File: config.mk
export PLATFORM = sky130hd
export DESIGN_NAME = apb2ahb_bridge_param
export DESIGN_NICKNAME = d
export VERILOG_FILES = /design/src/rtl/apb2ahb_bridge_param.sv
export SDC_FILE = /design/constraint.sdc
export NUM_CORES = 1
export LEC_CHECK = 0
export BUFFER_PORTS_ARGS = -buffer_cell sky130_fd_sc_hd__clkbuf_2
export CORE_MARGIN = 1.5
export CORE_UTILIZATION = 48
export DETAILED_ROUTE_END_ITERATION = 12
export PLACE_DENSITY = 0.91
export SLEW_MARGIN = 20
export SYNTH_ARGS = -nofsm -noshare
export SYNTH_HDL_FRONTEND = slang
export SYNTH_SLANG_ARGS = --single-unit
File: constraint.sdc
create_clock -name PCLK -period 2.1 [get_ports PCLK]
set_clock_uncertainty 0.15 [all_clocks]
set_input_delay 0.42 -clock PCLK [delete_from_list [all_inputs] [get_ports PCLK]]
set_output_delay 0.42 -clock PCLK [all_outputs]
set_load 0.02 [all_outputs]
File: src/rtl/apb2ahb_bridge_param.sv
`timescale 1ns/1ps
`default_nettype none
// ============================================================================
//  Module   : apb2ahb_bridge_param
//  Purpose  : APB3 slave to AHB-Lite master bridge, one APB access forwarded
//             as one AHB SINGLE/NONSEQ transfer. Optional hung-bus timeout
//             enabled by defining APB2AHB_TIMEOUT_EN.
//  Revision : 1.0 - initial release
// ============================================================================
module apb2ahb_bridge_param #(
    parameter int ADDR_W         = 32,
    parameter int DATA_W         = 32,
    parameter int TIMEOUT_CYCLES = 256
) (
    input  logic              PCLK,
    input  logic              PRESETn,
    input  logic              PSEL,
    input  logic              PENABLE,
    input  logic              PWRITE,
    input  logic [ADDR_W-1:0] PADDR,
    input  logic [DATA_W-1:0] PWDATA,
    output logic [DATA_W-1:0] PRDATA,
    output logic              PREADY,
    output logic              PSLVERR,
    output logic [ADDR_W-1:0] HADDR,
    output logic              HWRITE,
    output logic [1:0]        HTRANS,
    output logic [2:0]        HSIZE,
    output logic [2:0]        HBURST,
    output logic              HSEL,
    output logic [DATA_W-1:0] HWDATA,
    input  logic [DATA_W-1:0] HRDATA,
    input  logic              HREADY,
    input  logic              HRESP
);

    typedef enum logic [1:0] {
        ST_IDLE = 2'd0,
        ST_ADDR = 2'd1,
        ST_DATA = 2'd2,
        ST_RESP = 2'd3
    } state_t;

    localparam logic [2:0] c_hsize   = 3'($clog2(DATA_W / 8));
    localparam logic [1:0] c_idle    = 2'b00;
    localparam logic [1:0] c_nonseq  = 2'b10;

    state_t              r_state,   w_state_nxt;
    logic [ADDR_W-1:0]   r_haddr,   w_haddr_nxt;
    logic                r_hwrite,  w_hwrite_nxt;
    logic [1:0]          r_htrans,  w_htrans_nxt;
    logic                r_hsel,    w_hsel_nxt;
    logic [DATA_W-1:0]   r_hwdata,  w_hwdata_nxt;
    logic [DATA_W-1:0]   r_wdata,   w_wdata_nxt;
    logic [DATA_W-1:0]   r_prdata,  w_prdata_nxt;
    logic                r_pready,  w_pready_nxt;
    logic                r_pslverr, w_pslverr_nxt;
    logic                w_tmo_hit;

`ifdef APB2AHB_TIMEOUT_EN
    localparam logic [15:0] c_tmo_last = 16'(TIMEOUT_CYCLES - 1);
    logic [15:0] r_tmo_cnt;

    // Counts HREADY-low cycles of the current AHB transfer only.
    always_ff @(posedge PCLK or negedge PRESETn) begin
        if (!PRESETn) begin
            r_tmo_cnt <= 16'd0;
        end else if (r_state == ST_IDLE && w_state_nxt == ST_ADDR) begin
            r_tmo_cnt <= 16'd0;
        end else if ((r_state == ST_ADDR || r_state == ST_DATA) && !HREADY) begin
            r_tmo_cnt <= r_tmo_cnt + 16'd1;
        end
    end

    assign w_tmo_hit = !HREADY && (r_tmo_cnt == c_tmo_last);
`else
    logic w_unused_tmo;
    assign w_unused_tmo = (TIMEOUT_CYCLES == 0);
    assign w_tmo_hit    = 1'b0;
`endif

    always_ff @(posedge PCLK or negedge PRESETn) begin
        if (!PRESETn) begin
            r_state <= ST_IDLE;
        end else begin
            r_state <= w_state_nxt;
        end
    end

    always_comb begin
        w_state_nxt   = r_state;
        w_haddr_nxt   = r_haddr;
        w_hwrite_nxt  = r_hwrite;
        w_htrans_nxt  = r_htrans;
        w_hsel_nxt    = r_hsel;
        w_hwdata_nxt  = r_hwdata;
        w_wdata_nxt   = r_wdata;
        w_prdata_nxt  = r_prdata;
        w_pready_nxt  = r_pready;
        w_pslverr_nxt = r_pslverr;

        case (r_state)
            ST_IDLE: begin
                // Only the APB setup phase starts a transfer.
                if (PSEL && !PENABLE) begin
                    w_haddr_nxt  = PADDR;
                    w_wdata_nxt  = PWDATA;
                    w_hwrite_nxt = PWRITE;
                    w_htrans_nxt = c_nonseq;
                    w_hsel_nxt   = 1'b1;
                    w_state_nxt  = ST_ADDR;
                end
            end
            ST_ADDR: begin
                if (HREADY) begin
                    w_htrans_nxt = c_idle;
                    w_hsel_nxt   = 1'b0;
                    w_hwdata_nxt = r_wdata;
                    w_state_nxt  = ST_DATA;
                end else if (w_tmo_hit) begin
                    w_htrans_nxt  = c_idle;
                    w_hsel_nxt    = 1'b0;
                    w_pslverr_nxt = 1'b1;
                    w_pready_nxt  = 1'b1;
                    w_prdata_nxt  = '0;
                    w_state_nxt   = ST_RESP;
                end
            end
            ST_DATA: begin
                if (HREADY) begin
                    if (!HRESP && !r_hwrite) begin
                        w_prdata_nxt = HRDATA;
                    end
                    w_pslverr_nxt = HRESP;
                    w_pready_nxt  = 1'b1;
                    w_state_nxt   = ST_RESP;
                end else if (w_tmo_hit) begin
                    w_htrans_nxt  = c_idle;
                    w_hsel_nxt    = 1'b0;
                    w_pslverr_nxt = 1'b1;
                    w_pready_nxt  = 1'b1;
                    w_prdata_nxt  = '0;
                    w_state_nxt   = ST_RESP;
                end
            end
            ST_RESP: begin
                w_pready_nxt  = 1'b0;
                w_pslverr_nxt = 1'b0;
                w_state_nxt   = ST_IDLE;
            end
            default: begin
                w_state_nxt = ST_IDLE;
            end
        endcase
    end

    always_ff @(posedge PCLK or negedge PRESETn) begin
        if (!PRESETn) begin
            r_haddr   <= '0;
            r_hwrite  <= 1'b0;
            r_htrans  <= c_idle;
            r_hsel    <= 1'b0;
            r_hwdata  <= '0;
            r_wdata   <= '0;
            r_prdata  <= '0;
            r_pready  <= 1'b0;
            r_pslverr <= 1'b0;
        end else begin
            r_haddr   <= w_haddr_nxt;
            r_hwrite  <= w_hwrite_nxt;
            r_htrans  <= w_htrans_nxt;
            r_hsel    <= w_hsel_nxt;
            r_hwdata  <= w_hwdata_nxt;
            r_wdata   <= w_wdata_nxt;
            r_prdata  <= w_prdata_nxt;
            r_pready  <= w_pready_nxt;
            r_pslverr <= w_pslverr_nxt;
        end
    end

    assign PRDATA  = r_prdata;
    assign PREADY  = r_pready;
    assign PSLVERR = r_pslverr;
    assign HADDR   = r_haddr;
    assign HWRITE  = r_hwrite;
    assign HTRANS  = r_htrans;
    assign HSIZE   = c_hsize;
    assign HBURST  = 3'b000;
    assign HSEL    = r_hsel;
    assign HWDATA  = r_hwdata;

endmodule
`default_nettype wire

==> results of run 1 <==
[power by group]
part | switching [mW] | internal, mW | leakage, nW
combinational | 2.47 | 2.08 | 2.01
clock | 1.02 | 2.02 | 0.295
sequential | 0.745 | 3.89 | 1.62
total | 4.23 | 7.99 | 3.92
[repair_timing]
item | 4_1_cts | 5_1_grt
endpoints found under the setup margin | 0 | 0
endpoints found under the hold margin | 120 | 9
hold buffers | 86 | 9
[logic make-up after synthesis]
kind of cell / Yosys count / synth area share
flops: 134 / 0.6430
other cells: 2 / 0.001440
simple gates: 9 / 0.01056
buf+inv: 27 / 0.03863
fa+ha+maj: 5 / 0.01200
mux: 133 / 0.2865
compound gates: 5 / 0.007919
[worst register-to-register path, stage by stage, from the launching register on]
cell,delay [ns]
dfrtp_1,0.40
inv_1,0.13
ha_1,0.29
nand2_2,0.09
nor3_4,0.15
buf_12,0.22
mux2_2,0.39
[how the worst max path moves through the flow]
stage	cells past startpoint	slack [ns]	to
6_report	6	0.16	PRDATA[25]
2_1_floorplan	6	0.28	PRDATA[21]
5_1_grt	6	0.07	PRDATA[9]
3_5_place_dp	6	0.17	PRDATA[25]
4_1_cts	6	0.16	PRDATA[25]
3_3_place_gp	6	0.27	PRDATA[29]
[area by class of cell]
| cell class | count | share of cell area |
|---|---|---|
| Multi-Input combinational cell | 159 | 0.2119 |
| Sequential cell | 134 | 0.4231 |
| Timing Repair Buffer | 305 | 0.2635 |
| Tap cell | 136 | 0.02147 |
| Clock buffer | 24 | 0.05936 |
| Clock inverter | 8 | 0.01831 |
| Inverter | 5 | 0.002368 |
[placed cells by master, fill, tap and decap left out]
cell type / Yosys / layout
clkbuf_2: 0 / 202
dfrtp_1: 134 / 134
mux2_2: 127 / 127
dlygate4sd3_1: 0 / 95
clkbuf_16: 0 / 16
conb_1: 2 / 7
inv_1: 5 / 5
ha_1: 5 / 5
buf_12: 0 / 5
clkbuf_8: 0 / 4
clkbuf_1: 0 / 4
bufinv_16: 0 / 4
nor2_1: 3 / 3
mux2i_1: 3 / 3
mux2_1: 3 / 3
nand2_1: 2 / 2
a22o_1: 2 / 2
clkinv_2: 0 / 2
clkinvlp_4: 0 / 2
buf_4: 9 / 2
nand3b_1: 1 / 1
nand2b_1: 1 / 1
a2bb2oi_1: 1 / 1
nand2_2: 1 / 1
nor3_4: 1 / 1
o2bb2ai_1: 1 / 1
o22ai_1: 1 / 1
buf_6: 8 / 1
[stage by stage]
step | utilization | instances | setup slack, ns | cell area, um^2
after global placement | 0.6105 | 644 | 0.2673 | 6359
after detailed placement | 0.6105 | 644 | 0.1685 | 6359
final | 0.7608 | 771 | 0.1638 | 7925
after CTS | 0.7522 | 762 | 0.1620 | 7835
after global routing | 0.7608 | 771 | 0.07378 | 7925
after floorplan | - | 320 | 0.2849 | 5234
[flip-flops by register name, indices dropped and copies added, names as in the netlist]
register  count
PREADY        1
HWRITE        1
PRDATA       32
HWDATA       32
HADDR        32
HTRANS        1
r_state       2
r_wdata      32
PSLVERR       1
[metal layers]
metal	part of all wire	GRT usage	vias to the layer above
met5	0	0	-
met4	0.022	0.08381	0
met3	0.059	0.06930	26
met2	0.57	0.4177	150
met1	0.35	0.2266	1819
li1	-	-	1697
==> qor.yml, run 1 <==
sta:
  min_period_ns: 1.936
  final.period_utilization: 0.9220
  whs_ns: 0.03299
  setup_viol: 0
  rsz0062_at_grt: "no"
  hold_viol: 0
  tns_ns: 0
  slew_viol_final: 0
  max_freq_mhz: 516.5
drt:
  via_per_inst: 4.789
  vias: 3692
  drc: 0
  routed_wirelength_mm: 12.75
  drtIter0Drc: 94
  routed_wire_length_per_instance_um: 16.54
  drtPass1Iterations: 4
  antenna_left: 0
power_and_ir_drop:
  powerDensity_nw_per_um2: 1542
  p_leak_nw: 3.922
  total_power_mw: 12.22
  vdd_drop_max_mv: 0.8685
global_routing:
  grt_usage: 0.2218
  grt_pass1_vias: 3966
  overflow: 0
  grt_start_max_net_pins: 57
  antenna_found_initial: 0
  grt_first_pass_wirelength_mm: 19.15
critical_path:
  r2r-start: "r_state[0]"
  reg2reg_to: "PRDATA[25]"
  rrSetupSlack_ns: 0.16
  cp_slowest_stage_delay_ns: 0.40
  crit_family: "flip-flops"
  cp_cell_sequence: "inv_1 > ha_1 > nand2_2 > nor3_4 > buf_12 > mux2_2"
  slowest_stage: "dfrtp_1"
  crit_start: "r_state[0]"
  rr_worst_depth: 6
  arrival_ns: 2.17
  critical_path_class: "register to register"
  critPathMaxFanout: 32
  crit_path_end_kind: "register"
  start_kind: "register"
  path_buf_inv: 2
  cp.required_ns: 2.33
cells_and_area:
  n_antenna_cell: 0
  area_growth_pct: 51.97
  fill_cells: 612
  multiInputGateArea_um2: 1679
  drive_above_1_share: 0.5780
  nNetsFinal: 730
  regArea_um2: 3353
synthesis:
  synth_enable_flop_cells: 0
  synth_ff_type: "dfrtp_1"
  yosys_warnings: 0
  yosysMostFrequentCell: "dfrtp_1"
  synth_area_um2: 5215
  synth_top_cell_area_share: 0.6430
  synth_top_cell_by_area: "dfrtp_1"
  async_reset_ff_frac: 1.000
  synthTopCellsByCount: "dfrtp_1 (134), mux2_2 (127), buf_4 (9), buf_6 (8)"
  synth_area_leaders: "dfrtp_1 (64%), mux2_2 (27%), buf_6 (1.7%), buf_4 (1.3%), ha_1 (1.2%)"
  syn_inst: 315
  yosysSeqAreaShare: 0.6430
  synth_cell_types: 20
  syn_area_per_cell_um2: 16.56
  ys_ff_latch: 134
floorplanning:
  die_area_um2: 11500
  io_pins: 211
  rows: 37
  start_util: 0.5007
  fp.coreArea_um2: 10420
  die_w_um: 107.2
  die_y_um: 107.2
min_path:
  hold_depth: 2
  hold_class: "input pin to register"
  min_from: "HRDATA[18]"
  min_to: "PRDATA[18]"
clock_tree:
  root_buffer: "clkbuf_8"
  cts_setup_buffers: 0
  path_clk_slew_ns: 0.06
  cts_resized: 0
  clock_path_buffers: 2
  clk-insertion-delay-late_ns: 0.50
  cts_tree: "built"
  clock-sinks: 134
  h-tree-depth: 4
  cts_made_buffers: 17
place:
  hpwlAfterDp_mm: 7.976
  portBuffers: 203
  routabilityCongestion: 0.7263
outcome:
  outcome: "complete, no violations"
run:
  drv_cap: 0
Power figures use the tool's default switching activity.
==> run 2: changes to the inputs <==
Settings changed: CORE_UTILIZATION 48 to 43, PLACE_DENSITY 0.91 to 0.87, TNS_END_PERCENT set to 1.
Clock period 2.1 ns to 1.7 ns, I/O delays scaled along.
==> run 2 against run 1 <==
Net effect: the flow now finishes with violations (negative setup slack); sequential share of layout area rose by 1.6 points; critical path type unchanged; largest power group is now combinational logic; cell area shrank 3.7%; count of clock-buffer cells in the layout is 6 lower; first-iteration DRC count rose by 16%; highest routed layer unchanged; core utilization is 12 points lower.
==> qor.yml, run 2 (synthesized netlist as in run 1, its figures left out) <==
critical_path:
  start_kind: "register"
  crit_path_end_kind: "register"
  critical_path_class: "register to register"
  cp.required_ns: 1.84  # -0.49 ns
  rr_worst_depth: 7  # +1
  r2r-start: "r_state[0]"
  arrival_ns: 1.88  # -0.29 ns
  critPathMaxFanout: 16  # -50%
  rrSetupSlack_ns: -0.04  # -0.20 ns
  critPathCapture: "PRDATA[12]"
  crit_start: "r_state[0]"
  reg2reg_to: "PRDATA[12]"
drt:
  drtIter0Drc: 109  # +16%
  antenna_left: 0  # unchanged
  via_per_inst: 4.824  # +0.73%
  routed_wire_length_per_instance_um: 16.08  # -2.8%
  drc: 0  # unchanged
  drtPass1Iterations: 4  # unchanged
  vias: 3584  # -2.9%
  routed_wirelength_mm: 11.95  # -6.3%
sta:
  min_period_ns: 1.741  # -0.1954 ns
  slew_viol_final: 0  # unchanged
  hold_viol: 0  # unchanged
  max_freq_mhz: 574.4  # +11%
  setup_slack_ns: -0.04086  # -0.2046 ns
  final.period_utilization: 1.024  # +0.1020
  whs_ns: 0.02035  # -0.01264 ns
  rsz0062_at_grt: "yes"
  setup_viol: 91  # +91
  tns_ns: -1.961  # -1.961 ns
place:
  routabilityCongestion: 0.7324  # +0.84%
  hpwlAfterDp_mm: 7.822  # -1.9%
  portBuffers: 203  # unchanged
  place_ws_ns: -0.07263  # -0.2411 ns
clock_tree:
  root_buffer: "clkbuf_16"
  cts_tree: "built"
  cts_made_buffers: 17  # unchanged
  clock_path_buffers: 2  # unchanged
  h-tree-depth: 4  # unchanged
  path_clk_slew_ns: 0.06  # about the same
  clock-sinks: 134  # unchanged
  clk-insertion-delay-late_ns: 0.40  # -0.10 ns
global_routing:
  grt_first_pass_wirelength_mm: 18.66  # -2.6%
  overflow: 0  # unchanged
  grt_usage: 0.1890  # -0.03276
  grt_start_max_net_pins: 40  # -30%
  grt_pass1_vias: 3978  # +0.30%
  antenna_found_initial: 0  # unchanged
run:
  drv_cap: 0  # unchanged
cells_and_area:
  fill_cells: 886  # +45%
  final_common_cell: "clkbuf_2"
  area_growth_pct: 46.31
  nNetsFinal: 691  # -5.3%
  drive_above_1_share: 0.6594  # +0.08144
  final_cell_mix: "clkbuf_2 (202), dfrtp_1 (134), mux2_2 (124), dlygate4sd3_1 (39), clkbuf_16 (19)"
  multiInputGateArea_um2: 1714  # +2.1%
  regArea_um2: 3353  # unchanged
  n_antenna_cell: 0  # unchanged
power_and_ir_drop:
  powerDensity_nw_per_um2: 1996  # +29%
  vdd_drop_max_mv: 1.208  # +39%
  p_leak_nw: 3.820  # -2.6%
floorplanning:
  fp.coreArea_um2: 11910  # +14%
  io_pins: 211  # unchanged
  start_util: 0.4378  # -0.06285
  die_y_um: 113.1  # +5.5%
  die_area_um2: 12800  # +11%
  rows: 40  # +8.1%
  die_w_um: 113.1  # +5.5%
outcome:
  outcome: "complete, but fails checks"
  violations: "negative setup slack"
min_path:
  hold_depth: 2  # unchanged
  hold_class: "input pin to register"
-- run 2: cell count changes in the layout (fill, tap and decap cells not counted), sizes merged --
cell / previous run / this run
buf: 8 / 23
clkinvlp: 2 / 4
clkbuf: 226 / 222
dlygate4sd3: 95 / 39
clkinv: 2 / 6
-- run 2: per-stage QoR --
stage	area, um^2	power, mW	util	std cells
2_1_floorplan	5249	9.199	-	320
3_3_place_gp	6457	10.93	0.5421	663
3_5_place_dp	6457	11.27	0.5421	663
4_1_cts	7508	15.23	0.6304	736
5_1_grt	7630	16.06	0.6405	743
6_report	7630	15.23	0.6405	743
-- run 2: worst max-delay path, cell delays in order (launching register included) --
cell,delay [ns]
dfrtp_1,0.39
inv_2,0.11
ha_4,0.15
nand2_2,0.06
nor3_4,0.12
buf_4,0.14
buf_12,0.15
mux2_2,0.35
-- run 2: power by group --
part	leakage [nW]	internal (mW)	switching, mW	total [mW]
Clock	0.291	2.44	1.31	3.75
Combinational	1.91	2.73	3.07	5.81
Sequential	1.62	4.81	0.866	5.67
-- run 2: area by class of cell --
class	instances	share of cell area
sequential	134	0.4395
multi-input combinational	159	0.2247
timing repair buffer	266	0.2289
clock inverter	14	0.02411
clock buffer	18	0.05625
tap	147	0.02411
inverter	5	0.002460
-- run 2: repair_timing --
| item | CTS | global route |
|---|---|---|
| gates cloned | 1 | 3 |
| pin swaps | 1 | 1 |
| hold buffers | 38 | 1 |
| setup endpoints to repair | 130 | 124 |
| setup buffers | 2 | 3 |
| resized for setup | 5 | 4 |
| hold endpoints to repair | 150 | 1 |
-- run 2: worst min-delay path by stage --
stage / from / end
final: PWDATA[19] / r_wdata[19]
after global routing: HRDATA[26] / PRDATA[26]
after CTS: HRDATA[22] / PRDATA[22]
after detailed placement: PRESETn / PRDATA[15]
after global placement: PRESETn / PRDATA[14]
after floorplan: PRESETn / HADDR[0]
-- run 2: metal layers --
metal | wire [um] | track usage
met1 | 4473 | 0.2010
met2 | 6501 | 0.3349
met3 | 614 | 0.05945
met4 | 356 | 0.1017
met5 | 0 | 0
